===== src/rtl/fpaddsub_pkg.sv =====
// fpaddsub_pkg: shared constants for the FP add/sub issue path.
package fpaddsub_pkg;

    localparam int unsigned FP_W   = 32;
    // Depth of the current FPAddSub pipeline, fu_valid to fu_res.
    localparam int unsigned FP_LAT = 4;

    localparam logic OP_ADD = 1'b0;
    localparam logic OP_SUB = 1'b1;

    // Map a requester op bit onto the unit's OpMode encoding.
    function automatic logic op_mode(input logic sub);
        return sub ? OP_SUB : OP_ADD;
    endfunction

endpackage


===== src/rtl/fpaddsub_rr_arbiter.sv =====
// fpaddsub_rr_arbiter: combinational N-way round-robin grant.
// Searches upward from ptr with wrap; hold forces an all-zero grant.
module fpaddsub_rr_arbiter #(
    parameter int unsigned N  = 4,
    parameter int unsigned TW = 2
) (
    input  logic [N-1:0]  valid,
    input  logic [TW-1:0] ptr,
    input  logic          hold,
    output logic [N-1:0]  grant,
    output logic [TW-1:0] grant_idx,
    output logic          found
);

    // First pass covers indices at or above ptr, second pass wraps to the rest.
    always_comb begin
        grant     = '0;
        grant_idx = '0;
        found     = 1'b0;
        if (!hold) begin
            for (int i = 0; i < int'(N); i++) begin
                if (!found && valid[i] && (TW'(i) >= ptr)) begin
                    grant[i]  = 1'b1;
                    grant_idx = TW'(i);
                    found     = 1'b1;
                end
            end
            for (int i = 0; i < int'(N); i++) begin
                if (!found && valid[i]) begin
                    grant[i]  = 1'b1;
                    grant_idx = TW'(i);
                    found     = 1'b1;
                end
            end
        end
    end

endmodule


===== src/rtl/fpaddsub_issue_arbiter.sv =====
// fpaddsub_issue_arbiter: shares one fixed-latency FP add/sub unit among N
// requesters. Round-robin grant, registered issue, tag pipe to route each
// result back to its owner, in-flight counter for idle.
// Optional: FPADDSUB_ARB_PERF_EN adds saturating perf_issue/perf_conflict.
module fpaddsub_issue_arbiter
    import fpaddsub_pkg::*;
#(
    parameter int unsigned N   = 4,
    parameter int unsigned W   = FP_W,
    parameter int unsigned LAT = FP_LAT,
    parameter int unsigned TW  = (N > 1) ? $clog2(N) : 1
) (
    input  logic           clk,
    input  logic           rst_n,
    input  logic [N-1:0]   req_valid,
    output logic [N-1:0]   req_ready,
    input  logic [N*W-1:0] req_a,
    input  logic [N*W-1:0] req_b,
    input  logic [N-1:0]   req_op,
    input  logic           hold,
    output logic           fu_valid,
    output logic [W-1:0]   fu_a,
    output logic [W-1:0]   fu_b,
    output logic           fu_op,
    input  logic [W-1:0]   fu_res,
    output logic [N-1:0]   res_valid,
    output logic [W-1:0]   res_data,
    output logic [TW-1:0]  res_tag,
    output logic           idle
`ifdef FPADDSUB_ARB_PERF_EN
    ,
    output logic [31:0]    perf_issue,
    output logic [31:0]    perf_conflict
`endif
);

    localparam int unsigned CW = $clog2(LAT + 3);

    logic [TW-1:0]  ptr_q;
    logic [TW-1:0]  grant_idx;
    logic           accept;
    logic [W-1:0]   sel_a;
    logic [W-1:0]   sel_b;
    logic           sel_op;
    logic [TW-1:0]  tag_q;
    logic [LAT-1:0] pipe_v_q;
    logic [TW-1:0]  pipe_tag_q [LAT];
    logic [N-1:0]   ret_onehot;
    logic [CW-1:0]  inflight_q;
    logic           strobe;

    fpaddsub_rr_arbiter #(
        .N  (N),
        .TW (TW)
    ) u_rr (
        .valid     (req_valid),
        .ptr       (ptr_q),
        .hold      (hold),
        .grant     (req_ready),
        .grant_idx (grant_idx),
        .found     (accept)
    );

    // Operand select; the grant is one-hot so a plain priority loop suffices.
    always_comb begin
        sel_a  = '0;
        sel_b  = '0;
        sel_op = 1'b0;
        for (int i = 0; i < int'(N); i++) begin
            if (req_ready[i]) begin
                sel_a  = req_a[i*W +: W];
                sel_b  = req_b[i*W +: W];
                sel_op = req_op[i];
            end
        end
    end

    // Pointer advance and issue register.
    always_ff @(posedge clk or negedge rst_n) begin
        if (!rst_n) begin
            ptr_q    <= '0;
            fu_valid <= 1'b0;
            fu_a     <= '0;
            fu_b     <= '0;
            fu_op    <= OP_ADD;
            tag_q    <= '0;
        end else begin
            fu_valid <= accept;
            if (accept) begin
                ptr_q <= (grant_idx == TW'(N - 1)) ? '0 : grant_idx + TW'(1);
                fu_a  <= sel_a;
                fu_b  <= sel_b;
                fu_op <= op_mode(sel_op);
                tag_q <= grant_idx;
            end
        end
    end

    // Tag pipe mirrors the unit; its last stage lines up with fu_res.
    always_ff @(posedge clk or negedge rst_n) begin
        if (!rst_n) begin
            pipe_v_q <= '0;
            for (int s = 0; s < int'(LAT); s++) pipe_tag_q[s] <= '0;
        end else begin
            pipe_v_q[0]   <= fu_valid;
            pipe_tag_q[0] <= tag_q;
            for (int s = 1; s < int'(LAT); s++) begin
                pipe_v_q[s]   <= pipe_v_q[s-1];
                pipe_tag_q[s] <= pipe_tag_q[s-1];
            end
        end
    end

    // Decode the returning tag into a requester strobe.
    always_comb begin
        ret_onehot = '0;
        for (int i = 0; i < int'(N); i++) begin
            ret_onehot[i] = (pipe_tag_q[LAT-1] == TW'(i));
        end
    end

    // Result register; fu_res is only sampled when its tag slot is valid.
    always_ff @(posedge clk or negedge rst_n) begin
        if (!rst_n) begin
            res_valid <= '0;
            res_data  <= '0;
            res_tag   <= '0;
        end else begin
            res_valid <= pipe_v_q[LAT-1] ? ret_onehot : '0;
            if (pipe_v_q[LAT-1]) begin
                res_data <= fu_res;
                res_tag  <= pipe_tag_q[LAT-1];
            end
        end
    end

    assign strobe = |res_valid;

    // In-flight count: issue adds, result strobe retires.
    always_ff @(posedge clk or negedge rst_n) begin
        if (!rst_n) begin
            inflight_q <= '0;
        end else if (accept && !strobe) begin
            inflight_q <= inflight_q + CW'(1);
        end else if (!accept && strobe) begin
            inflight_q <= inflight_q - CW'(1);
        end
    end

    assign idle = (inflight_q == '0);

`ifdef FPADDSUB_ARB_PERF_EN
    logic conflict;

    // More than one bit set means contention for the unit.
    assign conflict = ((req_valid & (req_valid - N'(1))) != '0) && !hold;

    // Saturating performance counters.
    always_ff @(posedge clk or negedge rst_n) begin
        if (!rst_n) begin
            perf_issue    <= '0;
            perf_conflict <= '0;
        end else begin
            if (accept && (perf_issue != '1)) perf_issue <= perf_issue + 32'd1;
            if (conflict && (perf_conflict != '1)) perf_conflict <= perf_conflict + 32'd1;
        end
    end
`endif

endmodule


===== config.mk =====
export PLATFORM = sky130hd
export DESIGN_NAME = fpaddsub_issue_arbiter
export DESIGN_NICKNAME = d
export VERILOG_FILES = /design/src/rtl/fpaddsub_pkg.sv /design/src/rtl/fpaddsub_rr_arbiter.sv /design/src/rtl/fpaddsub_issue_arbiter.sv
export SDC_FILE = /design/constraint.sdc
export NUM_CORES = 1
export LEC_CHECK = 0
export ABC_AREA = 1
export BUFFER_PORTS_ARGS = -buffer_cell sky130_fd_sc_hd__buf_4
export CORE_AREA = 2 2 157 159
export CTS_CLUSTER_DIAMETER = 200
export DETAILED_ROUTE_END_ITERATION = 8
export DIE_AREA = 0 0 159 161
export PLACE_DENSITY_LB_ADDON = 0.08
export SLEW_MARGIN = 20
export SYNTH_ARGS = -nofsm -noshare
export SYNTH_HDL_FRONTEND = slang
export SYNTH_SLANG_ARGS = --single-unit

===== constraint.sdc =====
create_clock -name clk -period 2.9 [get_ports clk]
set_clock_uncertainty 0.2 [all_clocks]
set_input_delay 0.145 -clock clk [delete_from_list [all_inputs] [get_ports clk]]
set_output_delay 0.145 -clock clk [all_outputs]
set_load 0.02 [all_outputs]

==> out/qor.csv <==
metric;value;unit
avgSynthCellArea;8.60;µm²
grt_pass1_vias;7900;
grt_max_degree;200;
ys_seq_area_frac;0.448;
grt_use_total;0.216;
ys_ff_latch;123;
globalRouteOverflowTotal;0;
crit_required;3060;ps
clk_pin_slew;70;ps
area_growth;80.1;%
cp_slowest_cell;dlygate4sd3_1;
start_kind;flop;
num_antenna_cells;0;
pwr_density_cell;645;nW/µm²
num_rows;57;
htree_levels;4;
dieHeight;161;µm
clock_latency;420;ps
power_switching;2.80;mW
cts_sinks;123;
ant_nets;0;
firstDrtPassIters;5;
cts_max_path_buffers;2;
syn_area;6880;µm²
grt_pass1_wl;43700;µm
nFillCells;2367;
cts_buffers;17;
dp.final_hpwl;18700;µm
fin_setup_tns;0;ps
critPathTopFamily;simple AND/OR/NAND/NOR gates;
route.detailed.drc;0;
core_area;24000;µm²
swShare;0.351;
synthesis.instances;799;
setup_violations;0;
syn-num-nets;1100;
critPathArrivalTime;2870;ps
drv_cap;0;
hold_violations;0;
dieArea;25600;µm²
crit_fanout;34;
drive_above_1_share;0.411;
drt-vias-per-instance;4.57;
hold_path.class;primary input to asynchronous set/reset pin;
worstMarginPinSlew;1030;ps
worst-path-buf-inv;3;
wl_per_cell;16.6;µm
gp_congestion;0.791;
maxSlewViolCount;0;
synth.distinct_cells;29;
pwr-share-comb;0.409;
num_vias;7678;
slowest_delay;550;ps
end_kind;flop;
min_period_over_period;0.937;
power_frac_seq;0.302;
placed_area;10100;µm²
nNetsFinal;1644;
ys_warn_count;0;
grt_antenna_before_repair;0;
slew_headroom;0.311;
port-buffer-count;407;
status;finished clean;
p_leak;6.05;nW
cts_root_buf;clkbuf_16;
max-vdd-ir-drop;0.326;mV
fin_area;12400;µm²
clockPowerShare;0.290;
path_class;flop to flop;
cts_tree;done;
start_util;0.287;
first_iter_violations;447;
crit_chain;nor2_1 > nand2_2 > nand2_4 > nor2_8 > nand3_4 > nand2_4 > buf_12 > nand3_1 > nand2_1 > inv_1 > nand4_1 > dlygate4sd3_1;
fmax;368;MHz
rsz0062_at_grt;no;
p_int;5.18;mW
die_x;159;µm
ios;408;
wirelength;27900;µm
finalCriticalPeriod;2720;ps
crit_top_cell;nand2_4;
-- worst reg2reg max path, stage by stage (launching register included) --
cell	delay, ps
dfrtp_1	360
nor2_1	60
nand2_2	140
nand2_4	80
nor2_8	120
nand3_4	90
nand2_4	380
buf_12	300
nand3_1	110
nand2_1	130
inv_1	50
nand4_1	60
dlygate4sd3_1	550
-- cell type report --
type | instances | area [µm²] | area share
clock buffers | 18 | 439 | 0.0355
well taps | 324 | 405 | 0.0327
repair buffers | 586 | 4890 | 0.395
inverters | 77 | 294 | 0.0237
multi-input cells | 538 | 3080 | 0.249
clock inverters | 14 | 195 | 0.0158
flip-flops and latches | 123 | 3080 | 0.249
-- through the flow --
stage,hold slack [ps],power [mW],instances,setup WS (ps),util
global route,80.0,8.45,1680,7.23,0.517
CTS,59.8,8.07,1680,92.1,0.517
floorplan,-351,3.92,799,579,-
detailed placement,-31.9,5.18,1480,578,0.420
finish,42.8,7.98,1680,182,0.517
global placement,-34.5,5.18,1480,587,0.420
-- synthesized netlist by cell type (all sizes together) --
cell | count | share of area
xnor2 | 2 | 0.0025
a21oi | 2 | 0.0015
o211ai | 1 | 0.0011
fa | 1 | 0.0029
inv | 77 | 0.042
nand4 | 69 | 0.072
nor3 | 1 | 0.00073
clkbuf | 13 | 0.0071
o21a | 2 | 0.0022
nor2 | 7 | 0.0062
mux2 | 33 | 0.054
nand2 | 217 | 0.12
buf | 48 | 0.057
dfrtp | 123 | 0.45
nand3 | 199 | 0.18
nor4 | 1 | 0.00091
ha | 1 | 0.0018
o21ai | 2 | 0.0015
-- cell families after synthesis --
logic type               count (synthesis)  share of synthesized area
AND/OR/NAND/NOR                        494                      0.379
buffers and inverters                  138                      0.106
XOR/XNOR                                 2                    0.00255
AO/OA/AOI/OAI                            7                    0.00619
adder cells (fa/ha/maj)                  2                    0.00473
multiplexers                            33                     0.0540
flip-flops                             123                      0.448
-- state kept, by name (all words and copies together), names as in the netlist --
name / flops
res_tag: 2
fu_a: 32
fu_b: 32
pipe_tag_q: 8
pipe_v_q: 4
inflight_q: 3
res_valid: 4
fu_valid: 1
res_data: 32
fu_op: 1
tag_q: 2
ptr_q: 2
-- power by group through the flow --
stage,Sequential (mW),Clock (mW),Combinational [mW]
after global routing,2.46,2.46,3.53
after CTS,2.41,2.38,3.28
final,2.41,2.31,3.26
after detailed placement,2.43,0,2.75
after floorplan,2.85,0,1.07
after global placement,2.43,0,2.75
-- metal layers --
| metal | GRT usage | wire (µm) |
|---|---|---|
| met1 | 0.256 | 11200 |
| met2 | 0.382 | 14200 |
| met3 | 0.0614 | 1990 |
| met4 | 0.0636 | 490 |
| met5 | 0 | 0 |
-- final timing paths --
check | startpoint | endpoint | slack [ps] | depth (start not counted)
min in group clk | req_valid[0] | tag_q[0]$_DFFE_PN0P_ | 70 | 6
worst min-delay path | rst_n | inflight_q[2]$_DFFE_PN0P_ | 40 | 2
worst max-delay path | ptr_q[0]$_DFFE_PN0P_ | fu_a[11]$_DFFE_PN0P_ | 180 | 12
worst min register to register | pipe_tag_q[7]$_DFF_PN0_ | pipe_tag_q[5]$_DFF_PN0_ | 150 | 0
max in group asynchronous | rst_n | fu_b[17]$_DFFE_PN0P_ | 1690 | 3
worst max register to register | ptr_q[0]$_DFFE_PN0P_ | fu_a[11]$_DFFE_PN0P_ | 180 | 12
-- layout by cell type (no fill, tap or decap) --
cell           Yosys  final
nand4_2           10     10
fa_1               1      1
nor3_1             1      1
clkinv_4           0      1
nand2_1          207    207
mux2_2            33     33
nand3_1          158    158
o211ai_1           1      1
ha_1               1      1
nand2_4            2      3
clkbuf_8           0      1
nand4_1           59     59
inv_8              0      4
nor2_4             0      1
nand2_2            8      7
inv_1             67     66
bufinv_16          0      3
nor2_1             6      5
a21oi_1            2      2
nand3_4            1      1
nor2_8             1      1
nor4_1             1      1
o21ai_0            2      2
nand3_2           40     40
inv_6              0      6
dlygate4sd3_1      0    168
buf_4              6    411
buf_12             4      5
clkbuf_16          0     17
dfrtp_1          123    123
o21a_1             2      2
xnor2_1            2      2
buf_6              7      2
inv_2             10     10
clkinvlp_4         0      1
-- repair_timing --
item                       CTS  global route
buffers inserted             0             0
hold buffers               168             0
hold endpoints to repair   186             0
resized for setup            0             1
setup endpoints to repair    0            63
(Power assumes the default switching activity.)
